<file path="config.mk">
export PLATFORM = sky130hd
export DESIGN_NAME = mem_port_arbiter
export DESIGN_NICKNAME = d
export VERILOG_FILES = /design/src/rtl/mem_arb_pkg.sv /design/src/rtl/mem_port_arbiter_line_beat_counter.sv /design/src/rtl/mem_port_arbiter.sv
export SDC_FILE = /design/constraint.sdc
export NUM_CORES = 1
export LEC_CHECK = 0
export CORE_AREA = 2 2 93 95
export CTS_BUF_LIST = sky130_fd_sc_hd__clkbuf_16
export DETAILED_ROUTE_END_ITERATION = 6
export DIE_AREA = 0 0 95 97
export DONT_BUFFER_PORTS = 1
export GPL_TIMING_DRIVEN = 0
export PLACE_DENSITY_LB_ADDON = 0.3
export SYNTH_ARGS = -nofsm -noshare
export SYNTH_HDL_FRONTEND = slang
export SYNTH_SLANG_ARGS = --single-unit
</file>
<file path="constraint.sdc">
create_clock -name clk -period 2 [get_ports clk]
set_input_delay 0.2 -clock clk [delete_from_list [all_inputs] [get_ports clk]]
set_output_delay 0.2 -clock clk [all_outputs]
set_load 0.005 [all_outputs]
</file>
<file path="src/rtl/mem_arb_pkg.sv">
// Shared types and constants for the main-memory port arbiter.
// Holds the FSM state encoding, requester indices, default line size
// and the line-offset helper used to form beat addresses.
package mem_arb_pkg;

    typedef enum logic [1:0] {
        IDLE    = 2'd0,
        SERVE_I = 2'd1,
        SERVE_D = 2'd2,
        DONE    = 2'd3
    } arb_state_t;

    localparam logic REQ_I = 1'b0;
    localparam logic REQ_D = 1'b1;

    localparam int LINE_WORDS_DEF = 32'sd8;

    // Number of byte-address bits below the line number.
    function automatic int line_off_w(input int line_words);
        return $clog2(line_words) + 32'sd2;
    endfunction

endpackage

</file>
<file path="src/rtl/mem_port_arbiter_line_beat_counter.sv">
// Beat counter for one line burst: clears at grant, steps on each accepted
// beat and saturates at the last beat so it never wraps.
module line_beat_counter
    import mem_arb_pkg::*;
#(
    parameter int LINE_WORDS = LINE_WORDS_DEF
) (
    input  logic                          clk,
    input  logic                          rst,
    input  logic                          clr,
    input  logic                          inc,
    output logic [$clog2(LINE_WORDS)-1:0] beat,
    output logic                          last
);

    localparam int BEAT_W = $clog2(LINE_WORDS);
    localparam logic [BEAT_W-1:0] BEAT_MAX = BEAT_W'(LINE_WORDS - 1);

    assign last = (beat == BEAT_MAX);

    // Beat register: clear has priority, increment saturates at the last beat.
    always_ff @(posedge clk) begin
        if (rst) begin
            beat <= '0;
        end else if (clr) begin
            beat <= '0;
        end else if (inc && !last) begin
            beat <= beat + {{(BEAT_W-1){1'b0}}, 1'b1};
        end else begin
            beat <= beat;
        end
    end

endmodule

</file>
<file path="src/rtl/mem_port_arbiter.sv">
// Two-requester arbiter sharing the main-memory port between icache and
// dcache. Grants one requester, latches its line address and op, and runs a
// LINE_WORDS-beat burst, returning per-beat valids and a done pulse.
// Optional macro ARB_ROUND_ROBIN_EN: alternate ties between requesters;
// without it the dcache always wins a tie.
module mem_port_arbiter
    import mem_arb_pkg::*;
#(
    parameter int ADDR_W     = 32,
    parameter int DATA_W     = 32,
    parameter int LINE_WORDS = LINE_WORDS_DEF
) (
    input  logic                          clk,
    input  logic                          rst,
    input  logic                          i_read,
    input  logic [ADDR_W-1:0]             i_addr,
    output logic                          i_rvalid,
    output logic                          i_done,
    input  logic                          d_read,
    input  logic                          d_write,
    input  logic [ADDR_W-1:0]             d_addr,
    input  logic [DATA_W-1:0]             d_wdata,
    output logic                          d_rvalid,
    output logic                          d_done,
    output logic [DATA_W-1:0]             rdata,
    output logic [$clog2(LINE_WORDS)-1:0] beat_idx,
    output logic [1:0]                    grant,
    output logic                          mem_read,
    output logic                          mem_write,
    output logic [ADDR_W-1:0]             mem_addr,
    output logic [DATA_W-1:0]             mem_wdata,
    input  logic [DATA_W-1:0]             mem_rdata,
    input  logic                          mem_ack
);

    localparam int BEAT_W = $clog2(LINE_WORDS);
    localparam int OFF    = line_off_w(LINE_WORDS);
    localparam int LINE_W = ADDR_W - OFF;

    arb_state_t        state_r, state_nxt_s;
    logic [LINE_W-1:0] line_r, line_nxt_s;
    logic              wr_r, wr_nxt_s;
    logic              sel_d_r, sel_d_nxt_s;
    logic              d_req_s, any_req_s, pick_d_s;
    logic              serving_s, beat_clr_s, beat_inc_s, beat_last_s;
    logic [BEAT_W-1:0] beat_s;
    logic [ADDR_W-1:0] beat_addr_s;

    assign d_req_s   = d_read | d_write;
    assign any_req_s = i_read | d_req_s;
    assign serving_s = (state_r == SERVE_I) || (state_r == SERVE_D);

`ifdef ARB_ROUND_ROBIN_EN
    logic last_grant_r;

    // Remember who was granted last so a tie goes to the other requester.
    always_ff @(posedge clk) begin
        if (rst) begin
            last_grant_r <= REQ_I;
        end else if ((state_r == IDLE) && any_req_s) begin
            last_grant_r <= pick_d_s ? REQ_D : REQ_I;
        end else begin
            last_grant_r <= last_grant_r;
        end
    end

    assign pick_d_s = d_req_s && (!i_read || (last_grant_r == REQ_I));
`else
    assign pick_d_s = d_req_s;
`endif

    line_beat_counter #(.LINE_WORDS(LINE_WORDS)) u_beat (
        .clk  (clk),
        .rst  (rst),
        .clr  (beat_clr_s),
        .inc  (beat_inc_s),
        .beat (beat_s),
        .last (beat_last_s)
    );

    assign beat_inc_s  = serving_s && mem_ack;
    assign beat_addr_s = {line_r, beat_s, 2'b00};
    assign beat_idx    = beat_s;
    assign rdata       = mem_rdata;

    // Next-state logic: arbitrate in IDLE, count beats while serving.
    always_comb begin
        state_nxt_s = state_r;
        line_nxt_s  = line_r;
        wr_nxt_s    = wr_r;
        sel_d_nxt_s = sel_d_r;
        beat_clr_s  = 1'b0;
        case (state_r)
            IDLE: begin
                if (any_req_s) begin
                    beat_clr_s  = 1'b1;
                    sel_d_nxt_s = pick_d_s;
                    if (pick_d_s) begin
                        state_nxt_s = SERVE_D;
                        line_nxt_s  = d_addr[ADDR_W-1:OFF];
                        wr_nxt_s    = d_write;
                    end else begin
                        state_nxt_s = SERVE_I;
                        line_nxt_s  = i_addr[ADDR_W-1:OFF];
                        wr_nxt_s    = 1'b0;
                    end
                end else begin
                    state_nxt_s = IDLE;
                end
            end
            SERVE_I, SERVE_D: begin
                if (mem_ack && beat_last_s) begin
                    state_nxt_s = DONE;
                end else begin
                    state_nxt_s = state_r;
                end
            end
            DONE:    state_nxt_s = IDLE;
            default: state_nxt_s = IDLE;
        endcase
    end

    // State, latched line address, op and served requester.
    always_ff @(posedge clk) begin
        if (rst) begin
            state_r <= IDLE;
            line_r  <= '0;
            wr_r    <= 1'b0;
            sel_d_r <= 1'b0;
        end else begin
            state_r <= state_nxt_s;
            line_r  <= line_nxt_s;
            wr_r    <= wr_nxt_s;
            sel_d_r <= sel_d_nxt_s;
        end
    end

    // Output decode: strobes and grant from state, valids straight from ack.
    always_comb begin
        grant     = 2'b00;
        mem_read  = 1'b0;
        mem_write = 1'b0;
        mem_addr  = '0;
        mem_wdata = '0;
        i_rvalid  = 1'b0;
        d_rvalid  = 1'b0;
        i_done    = 1'b0;
        d_done    = 1'b0;
        case (state_r)
            SERVE_I: begin
                grant[REQ_I] = 1'b1;
                mem_read     = 1'b1;
                mem_addr     = beat_addr_s;
                i_rvalid     = mem_ack;
            end
            SERVE_D: begin
                grant[REQ_D] = 1'b1;
                mem_read     = !wr_r;
                mem_write    = wr_r;
                mem_addr     = beat_addr_s;
                d_rvalid     = mem_ack;
                if (wr_r) begin
                    mem_wdata = d_wdata;
                end else begin
                    mem_wdata = '0;
                end
            end
            DONE: begin
                if (sel_d_r) begin
                    d_done = 1'b1;
                end else begin
                    i_done = 1'b1;
                end
            end
            IDLE:    grant = 2'b00;
            default: grant = 2'b00;
        endcase
    end

endmodule

</file>
==> flow_metrics.env, run 1 <==
export IMPL_cts_htree_levels=2
export IMPL_cts_root_buffer_cell="sky130_fd_sc_hd__clkbuf_16"
export IMPL_post_dp_hpwl_mm=6.15
export IMPL_proportion_of_register_bits_with_asynchronous_set_or_reset_after_synthesis=0
export IMPL_sequentialPowerShare=0.317
export IMPL_power_switching_mw=1.32
export IMPL_power_mw=3.31
export IMPL_worstPathArrival_ps=1680
export IMPL_worst_path_buf_inv=2
export IMPL_clk_pin_slew_worst_paths_ps=50
export IMPL_routed_via_density=5.30
export IMPL_number_of_nets_in_the_layout=454
export IMPL_route_detailed_drc=0
export IMPL_drt_wirelength_per_cell_um=18.5
export IMPL_grt_overflow_total=0
export IMPL_worstSetupPathType="reg -> out"
export IMPL_first_global_vias=2098
export IMPL_path_delay_family="adder cells"
export IMPL_stdcell_area_sq_um=2830
export IMPL_design_portCount=241
export IMPL_filler_cell_count_in_the_final_layout=853
export IMPL_path_cells="inv_1 > ha_1 > buf_2 > o21a_1"
export IMPL_synth_seq_area_share=0.267
export IMPL_cp_required_ps=1800
export IMPL_report_final_slew_viol_count=0
export IMPL_synth_cell_area_sq_um=2550
export IMPL_synth_seq_cells=34
export IMPL_number_of_buffers_inserted_during_clock_tree_synthesis=5
export IMPL_max_buffers_root_to_sink=2
export IMPL_antenna_nets_post_route=0
export IMPL_edff_count_synth=0
export IMPL_rsz0062_at_grt="no"
export IMPL_post_synth_num_cell_types=29
export IMPL_final_instance_count_excl_fill=419
export IMPL_postLayoutCoreUtil=0.347
export IMPL_placeable_area_sq_um=8130
export IMPL_floorplan_initialDensity=0.313
export IMPL_timing_fmax_mhz=533
export IMPL_chipWidth_um=95
export IMPL_vdd_ir_drop_worst_v=0.000368
export IMPL_initialDrtViolationCount=69
export IMPL_yosys_warnings=0
export IMPL_pwr_share_comb=0.465
export IMPL_die_area_sq_um=9220
export IMPL_slew_limit_headroom=0.505
export IMPL_synth_cells=305
export IMPL_cpPeakStageDelay_ps=410
export IMPL_io_buffers=0
export IMPL_critPathCaptureType="primary output"
export IMPL_hold_path_class="in -> reg"
export IMPL_drive_above_1_share=0.277
export IMPL_p_int_mw=1.99
export IMPL_final_report_hold_violation_count=0
export IMPL_cp_slowest_cell="sky130_fd_sc_hd__ha_1"
export IMPL_fin_worst_skew_ps=4.07
export IMPL_power_switching_fraction=0.400
export IMPL_holdBufCountCts=0
export IMPL_numClockSinks=34
export IMPL_tritoncts="done"
export IMPL_timing_worst_slew_pin_value_ps=743
export IMPL_global_route_usage_total=0.162
export IMPL_power_density_nw_per_um2=1170
export IMPL_antenna_violations_before_repair=0
export IMPL_synth_main_ff_cell="sky130_fd_sc_hd__dfxtp_1"
export IMPL_setup_violations=0
export IMPL_crit_path_max_fanout=10
export IMPL_detail_route_first_pass_iterations=4
export IMPL_avgSynthCellArea_sq_um=8.36
export IMPL_postRouteWirelength_mm=7.77
export IMPL_postPlaceCellArea_sq_um=2680
export IMPL_period_minus_slack_ps=1880
export IMPL_gp_routability_congestion=0.745
export IMPL_finalCritPeriodShare=0.939
export IMPL_antennaDiodeCount=0
export IMPL_route_vias_total=2221
export IMPL_cellLeakagePower_nw=1.24
export IMPL_setup_worst_path_start_class="flip-flop"
export IMPL_outcome="finished, final reports clean"
export IMPL_placement_rows=33
export IMPL_grt_start_max_net_pins=11
export IMPL_totalNegativeSetupSlack_ps=0
export IMPL_clock_latency_ps=270
export IMPL_placed_cells_incl_taps=411
export IMPL_grt_first_pass_wirelength_mm=11.4
export IMPL_layout_area_overhead_vs_synth_pct=10.9
export IMPL_floorplan_die_height_um=97
export IMPL_max_cap_viol_count=0
export IMPL_power_share_clock=0.219
what timing repair did:
item,in CTS,in global routing
endpoints found under the setup margin,17,13
pin swaps,0,0
buffers inserted,0,0
resized for setup,2,5
metrics by stage:
step	hold slack [ps]	worst slack (ps)
final	109	123
after CTS	103	17.1
after detailed placement	393	164
after floorplan	385	546
after global routing	105	5.97
after global placement	389	201
state kept, by name (all words and copies together), names as in the netlist:
| name | count |
|---|---|
| line_r | 27 |
| sel_d_r | 1 |
| state_r | 2 |
| u_beat.beat | 3 |
| wr_r | 1 |
worst paths after layout:
check                           startpoint  depth (start not counted)  slack [ps]         end
worst max-delay path            state_r[0]                          4         120    mem_read
worst min-delay path            i_addr[29]                          2         110  line_r[24]
worst max register to register  state_r[0]                          5         220  state_r[1]
worst min register to register  state_r[1]                          2         500  state_r[1]
Yosys cell counts (3+ instances only):
master	count	area [sq um]
sky130_fd_sc_hd__ha_1	7	87.6
sky130_fd_sc_hd__buf_4	36	270
sky130_fd_sc_hd__o21ai_0	28	140
sky130_fd_sc_hd__and2_1	34	213
sky130_fd_sc_hd__dfxtp_1	34	681
sky130_fd_sc_hd__nand2_1	29	109
sky130_fd_sc_hd__nor2b_1	3	18.8
sky130_fd_sc_hd__nor2_1	29	109
sky130_fd_sc_hd__clkbuf_1	15	56.3
sky130_fd_sc_hd__buf_2	4	20.0
sky130_fd_sc_hd__buf_6	5	56.3
sky130_fd_sc_hd__a311oi_2	27	405
sky130_fd_sc_hd__nor3_2	3	30.0
sky130_fd_sc_hd__and3_1	32	200
kinds of logic (layout without fill, tap and decap cells):
logic type | Yosys count | count (layout) | synth area share
AOI/OAI and AO/OA | 65 | 65 | 0.246
xor gates and xnor gates | 1 | 1 | 0.00344
adders and majority gates | 7 | 7 | 0.0344
buffers and inverters | 63 | 71 | 0.162
DFF | 34 | 34 | 0.267
muxes | 2 | 2 | 0.00786
other | 1 | 2 | 0.00147
and+or+nand+nor | 132 | 132 | 0.277
placed cells by master (no fill, tap or decap), drive strengths merged:
cell type   n
mux2i       2
a21oi       2
nor2       30
a311oi     28
a22oi       1
o21bai      1
clkinv      2
conb        2
o21ai      28
a211oi      1
inv         3
nand2      29
nand3b      1
o21a        2
a21boi      1
and2       34
xor2        1
nor2b       3
and3       32
ha          7
clkbuf     19
nor3        3
o31a        1
dfxtp      34
buf        47
power groups by stage:
stage | clock, mW | sequential (mW) | combinational [mW]
floorplan | 0 | 1.02 | 1.22
global route | 0.781 | 1.09 | 1.72
CTS | 0.751 | 1.05 | 1.57
finish | 0.723 | 1.05 | 1.54
detailed placement | 0 | 1.06 | 1.56
global placement | 0 | 1.05 | 1.53
per-layer routing:
layer  wire length, um  track usage  share of wire
met1              2940        0.183           0.38
met2              4060        0.295           0.52
met3               677       0.0475          0.087
met4                91       0.0357          0.012
met5                 0            0              0
layout make-up:
class	instances	area, sq um	area share
multi-input combinational	209	1460	0.516
sequential	34	681	0.241
buffer	61	412	0.146
tap	105	131	0.0465
clock buffer	5	125	0.0443
clock inverter	3	12.5	0.00443
inverter	2	7.51	0.00266
(Power assumes the default switching activity.)
==> run 2, diff against run 1 <==
CTS_CLUSTER_SIZE = 14   (was default)
==> results of run 2 <==
Same layout as run 1: the final DEF is identical, and so are final timing and power.
